$ cat src/rtl/menu_sprite_fetch.sv
`default_nettype none
// ============================================================================
// Module   : menu_sprite_fetch
// Brief    : Start-menu pixel fetch: raster-to-RAM address, animation frame
//            select and colour keying, 3-cycle latency from DrawX/DrawY.
// Revision : 1.0 - initial release
// ============================================================================
module menu_sprite_fetch #(
   parameter int          IMG_W       = 160,
   parameter int          IMG_H       = 75,
   parameter int          SCALE_SHIFT = 2,
   parameter int          ORIGIN_X    = 0,
   parameter int          ORIGIN_Y    = 90,
   parameter int          FRAME_HOLD  = 30,
   parameter logic [23:0] KEY_COLOR   = 24'hFF0000,
   parameter logic [23:0] BG_COLOR    = 24'h000000
) (
   input  logic        Clk,
   input  logic        Reset_n,
   input  logic        menu_active,
   input  logic [9:0]  DrawX,
   input  logic [9:0]  DrawY,
   output logic [18:0] read_address,
   output logic        frame_sel,
   input  logic [23:0] ram_data_1,
   input  logic [23:0] ram_data_2,
   output logic [23:0] menu_rgb,
   output logic        menu_rgb_valid
);

   localparam logic [9:0]  c_origin_x  = 10'(ORIGIN_X);
   localparam logic [9:0]  c_origin_y  = 10'(ORIGIN_Y);
   localparam logic [10:0] c_box_w     = 11'(IMG_W << SCALE_SHIFT);
   localparam logic [10:0] c_box_h     = 11'(IMG_H << SCALE_SHIFT);
   localparam logic [7:0]  c_hold_last = 8'(FRAME_HOLD - 1);

   typedef enum logic [0:0] {
      SHOW_A = 1'b0,
      SHOW_B = 1'b1
   } state_t;

   logic [9:0]  w_rel_x;
   logic [9:0]  w_rel_y;
   logic [9:0]  w_tx;
   logic [9:0]  w_ty;
   logic        w_in_box;
   logic [18:0] w_row_base;
   logic [18:0] w_addr;
   logic        w_at_origin;
   logic        w_frame_start;
   logic [23:0] w_selected;

   state_t      r_state;
   state_t      w_state_nxt;
   logic [7:0]  r_hold_cnt;
   logic [7:0]  w_hold_cnt_nxt;
   logic        r_at_origin;
   logic        r_in_box_d1;
   logic        r_in_box_d2;
   logic        r_frame_sel_d1;
   logic        r_frame_sel_d2;

   // Explicit lower-bound compares keep positions left/above the origin from wrapping in.
   assign w_rel_x  = DrawX - c_origin_x;
   assign w_rel_y  = DrawY - c_origin_y;
   assign w_in_box = (DrawX >= c_origin_x) && ({1'b0, w_rel_x} < c_box_w) &&
                     (DrawY >= c_origin_y) && ({1'b0, w_rel_y} < c_box_h) &&
                     menu_active;
   assign w_tx     = w_rel_x >> SCALE_SHIFT;
   assign w_ty     = w_rel_y >> SCALE_SHIFT;

   generate
      if (IMG_W == 160) begin : g_row_shift
         assign w_row_base = ({9'd0, w_ty} << 7) + ({9'd0, w_ty} << 5);
      end else begin : g_row_mult
         assign w_row_base = {9'd0, w_ty} * 19'(IMG_W);
      end
   endgenerate

   assign w_addr = w_row_base + {9'd0, w_tx};

   // Upstream holds (0,0) for two clocks; edge detection counts it once.
   assign w_at_origin   = (DrawX == 10'd0) && (DrawY == 10'd0);
   assign w_frame_start = w_at_origin && !r_at_origin;

   always_ff @(posedge Clk or negedge Reset_n) begin
      if (!Reset_n) begin
         r_state    <= SHOW_A;
         r_hold_cnt <= 8'd0;
      end else begin
         r_state    <= w_state_nxt;
         r_hold_cnt <= w_hold_cnt_nxt;
      end
   end

   always_comb begin
      w_state_nxt    = r_state;
      w_hold_cnt_nxt = r_hold_cnt;
      if (!menu_active) begin
         w_state_nxt    = SHOW_A;
         w_hold_cnt_nxt = 8'd0;
      end else if (w_frame_start) begin
         if (r_hold_cnt == c_hold_last) begin
            w_hold_cnt_nxt = 8'd0;
            w_state_nxt    = (r_state == SHOW_A) ? SHOW_B : SHOW_A;
         end else begin
            w_hold_cnt_nxt = r_hold_cnt + 8'd1;
         end
      end
   end

   assign frame_sel = (r_state == SHOW_B);

   // Frame select travels with the address so RAM data and its source stay paired.
   assign w_selected = r_frame_sel_d2 ? ram_data_2 : ram_data_1;

   always_ff @(posedge Clk or negedge Reset_n) begin
      if (!Reset_n) begin
         read_address   <= 19'd0;
         r_at_origin    <= 1'b0;
         r_in_box_d1    <= 1'b0;
         r_in_box_d2    <= 1'b0;
         r_frame_sel_d1 <= 1'b0;
         r_frame_sel_d2 <= 1'b0;
         menu_rgb       <= 24'd0;
         menu_rgb_valid <= 1'b0;
      end else begin
         read_address   <= w_in_box ? w_addr : 19'd0;
         r_at_origin    <= w_at_origin;
         r_in_box_d1    <= w_in_box;
         r_in_box_d2    <= r_in_box_d1;
         r_frame_sel_d1 <= frame_sel;
         r_frame_sel_d2 <= r_frame_sel_d1;
         menu_rgb       <= (r_in_box_d2 && (w_selected != KEY_COLOR)) ? w_selected : BG_COLOR;
         menu_rgb_valid <= r_in_box_d2;
      end
   end

endmodule
`default_nettype wire

$ cat config.mk
export PLATFORM = sky130hd
export DESIGN_NAME = menu_sprite_fetch
export DESIGN_NICKNAME = d
export VERILOG_FILES = /design/src/rtl/menu_sprite_fetch.sv
export SDC_FILE = /design/constraint.sdc
export NUM_CORES = 1
export LEC_CHECK = 0
export BUFFER_PORTS_ARGS = -buffer_cell sky130_fd_sc_hd__buf_2
export CELL_PAD_IN_SITES_DETAIL_PLACEMENT = 1
export CELL_PAD_IN_SITES_GLOBAL_PLACEMENT = 2
export CORE_UTILIZATION = 33
export DETAILED_ROUTE_END_ITERATION = 10
export PLACE_DENSITY_LB_ADDON = 0.08
export SLEW_MARGIN = 25
export SYNTH_ARGS = -nofsm -noshare
export SYNTH_HDL_FRONTEND = slang
export SYNTH_SLANG_ARGS = --single-unit
$ cat constraint.sdc
create_clock -name Clk -period 4.9 [get_ports Clk]
set_clock_uncertainty 0.1 [all_clocks]
set_input_delay 0.49 -clock Clk [delete_from_list [all_inputs] [get_ports Clk]]
set_output_delay 0.49 -clock Clk [all_outputs]
set_load 0.03 [all_outputs]
==> impl_results.md <==
* Status: finished, final reports clean
* Power Dens Cells at 258 mW/mm²
* Routed wire length at approximately 8700 µm
* Root Driver: clkbuf_8
* Antenna cells at 0
* Die ar. at about 0.010 mm²
* Endpoints failing setup at 0
* Post-Syn Instances at about 310
* Startpoint Class: input port
* Drt first pass iters at 4
* Crit-path max FO at 4
* Total core area at just under 0.01 mm²
* Reg2Reg Depth at 6
* Reg with most FFs: menu_rgb
* Initial DRC count at 78
* First-pass GRT wire length at 13800 µm
* Vias in the first global route at about 2700
* Switching Share at around a third
* Share of post-route cells with drive strength above 1 at a little over a third
* Seq cells post-synth at 55
* Adder-cell share of the synthesized area at slightly below 7%
* Worst EP required at between 4 and 5 ns
* Setup CP Type: input port to flip-flop
* Fmax achieved at ~320 MHz
* Sw Pwr at 0.000356 W
* Max-Cap Viols at 0
* Clock Tree Buf Depth at 2
* Simple-Gate Fraction of Synth Area at 16.6%
* Row count at 36
* Die width at a little over 100 µm
* Unrepaired setup endpoints after global routing: no
* Via density at between 4 and 5
* TritonCTS clock tree: yes
* Final Critical Period at roughly 3.1 ns
* Port buffer count at between 100 and 150
* Seq pwr share at 45.2%
* Total setup buffers inserted after CTS at 0
* Crit share post-route at approximately 64%
* Comb power frac at between 30% and 40%
* Area growth from synthesis to layout at 22.8%
* Gr usage total at 17.3%
* Synth async-reset ratio at 100%
* Lkg Pwr at 1.99 nW
* Worst min path class: input port to asynchronous set/reset pin
* Worst-path clk slew at 0.10 ns
* Hold WS at between 0.15 and 0.2 ns
* Metal1 wirelength at 4200 µm
* Slew Limit Headroom at between 50% and 60%
* ANT nets after route at 0
* Hold buffer count at cts at 0
* Number of flip-flops in the largest register at 24
* Vias after detailed routing at 2721
* WL met2 at between 3000 and 4000 µm
* H-tree Lvls at 2
* Total Nets Final at 508
* Data arrival, critical path at 3.22 ns
* Initial antenna violation count at 1
* Met3 WL at 462 µm
* XOR/XNOR Fraction of Synth Area at about 4.4%
* Crit end category: flip-flop
* Netlist cell types at 64
* Wire length per cell at between 15 and 20 µm
* # IOs at 116
* Mean Syn Cell Area at 10.6 µm²
* Post-route DRC at 0
* Peak VDD IR at 0.0000935 V
* HPWL Detailed at approximately 6800 µm
* Fin. max-slew vios at 0
* Number of hold violations in the final report at 0
* Worst Tran Pin Value at 0.726 ns
* Largest registers: menu_rgb (24), read_address (16), r_hold_cnt (8)
* GR Overflow Total at 0
* RePlAce Congestion at about 0.86
* Top sig layer: met5
* Clock Latency Late Sink at about 0.31 ns
* Mux contribution to synthesized area at ~9%
* Clock sink total at between 50 and 60
* Num CTS Buffers at 5
* Post-CTS sizing at 0
* Starting density of the core at 34.0%
* Compound-cell area share of the yosys netlist at between 10% and 20%
* Sequential area share after synthesis at a little over two fifths
* Setup tns final at 0 ns
* Ys flop type: dfrtp_1
* Die Y at approximately 100 µm
* Number of flops mapped to enable cells by yosys at 0
* Largest net degree at the start of global routing at 56
* Int Pwr at between 0.0006 and 0.0007 W
* Syn. warnings at 0
* Mapped cell area at roughly 0.0033 mm²
* Clock power share at 24.4%
* Largest family of logic cells by synthesized area: simple AND/OR/NAND/NOR gates
==> critical path, stage by stage <==
cell and delay, ns:
buf_2 0.12, o21ai_0 0.28, xor2_1 0.21, fa_1 0.55, inv_1 0.07, fa_1 0.47, a21o_1 0.19, a21oi_1 0.26
nor2_1 0.13, a311oi_1 0.36, a211oi_2 0.08
==> kinds of logic after synthesis <==
family | count (synthesis)
buf+inv | 38
xor+xnor | 15
simple gates | 100
fa+ha+maj | 17
other cells | 1
mux | 29
compound gates | 56
flops | 55
==> final cells by class <==
cell class / instances / area (µm²)
Fill cell: 1183 / 5670
Multi-Input combinational cell: 221 / 1760
Sequential cell: 55 / 1380
Timing Repair Buffer: 116 / 591
Tap cell: 133 / 166
Inverter: 21 / 78.8
Clock buffer: 6 / 72.6
Clock inverter: 2 / 16.3
==> layout by cell type, fill, tap and decap left out, drive strengths merged, types with 4 or more instances in the layout <==
cell type and count:
nand2 6, and2 5, nor4 9, nor2b 4
inv 22, nand4 4, nand3 6, buf 116
ha 15, nor2 41, clkbuf 6, a21oi 5
xor2 6, xnor2 9, dfrtp 55, mux2i 29
conb 4, o21ai 8, a211oi 14
==> synth_stat cells (3+ instances only) <==
| master | instances | area [µm²] |
|---|---|---|
| nor4b_1 | 3 | 26.3 |
| dfrtp_1 | 55 | 1380 |
| nor2_1 | 40 | 150 |
| a311oi_1 | 3 | 26.3 |
| and2_1 | 5 | 31.3 |
| nor2b_1 | 4 | 25.0 |
| xnor2_1 | 8 | 70.1 |
| a211oi_2 | 9 | 113 |
| a211oi_1 | 5 | 37.5 |
| mux2i_1 | 29 | 290 |
| buf_6 | 4 | 45.0 |
| xor2_1 | 5 | 43.8 |
| inv_1 | 21 | 78.8 |
| clkbuf_1 | 4 | 15.0 |
| buf_4 | 4 | 30.0 |
| and4b_1 | 3 | 30.0 |
| a21oi_1 | 5 | 25.0 |
| nand2_1 | 6 | 22.5 |
| nand3_1 | 6 | 30.0 |
| buf_2 | 3 | 15.0 |
| and3_1 | 3 | 18.8 |
| nand4_1 | 4 | 25.0 |
| nor4_1 | 9 | 56.3 |
| o21ai_0 | 7 | 35.0 |
| ha_1 | 15 | 188 |
==> metal layers <==
| metal | up-vias | global-route usage, % |
|---|---|---|
| met2 | 82 | 27.5 |
| met5 | - | 0 |
| met3 | 8 | 3.42 |
| met4 | 2 | 4.29 |
| met1 | 1307 | 24.2 |
| li1 | 1322 | - |
==> stage by stage <==
step                      area (µm²)  worst slack [ns]  utilization (%)  power [W]  std cells
after floorplan                 3310              1.70                -   0.000697        314
after global placement          3960              1.55             40.7   0.000797        546
after detailed placement        3960              1.42             40.7   0.000801        546
after CTS                       4050              1.75             41.6    0.00107        554
after global routing            4060              1.50             41.7    0.00111        554
final                           4060              1.75             41.7    0.00105        554
==> power by group through the flow <==
stage / logic (W) / clock network [W] / registers (W)
floorplan: 0.000182 / 0 / 0.000514
global placement: 0.000315 / 0 / 0.000482
detailed placement: 0.000318 / 0 / 0.000482
CTS: 0.000320 / 0.000274 / 0.000473
global route: 0.000354 / 0.000284 / 0.000475
finish: 0.000318 / 0.000255 / 0.000473
==> worst paths after layout <==
check | start | slack [ns] | end
hold / removal | Reset_n | 0.20 | read_address[15]
setup / recovery | DrawY[2] | 1.75 | read_address[12]
hold reg to reg | r_frame_sel_d1 | 0.26 | r_frame_sel_d2
setup reg to reg | r_frame_sel_d2 | 2.41 | menu_rgb[0]
min in group Clk | r_frame_sel_d1 | 0.26 | r_frame_sel_d2
max in group asynchronous | Reset_n | 4.03 | menu_rgb[2]
(Power assumes the default switching activity.)
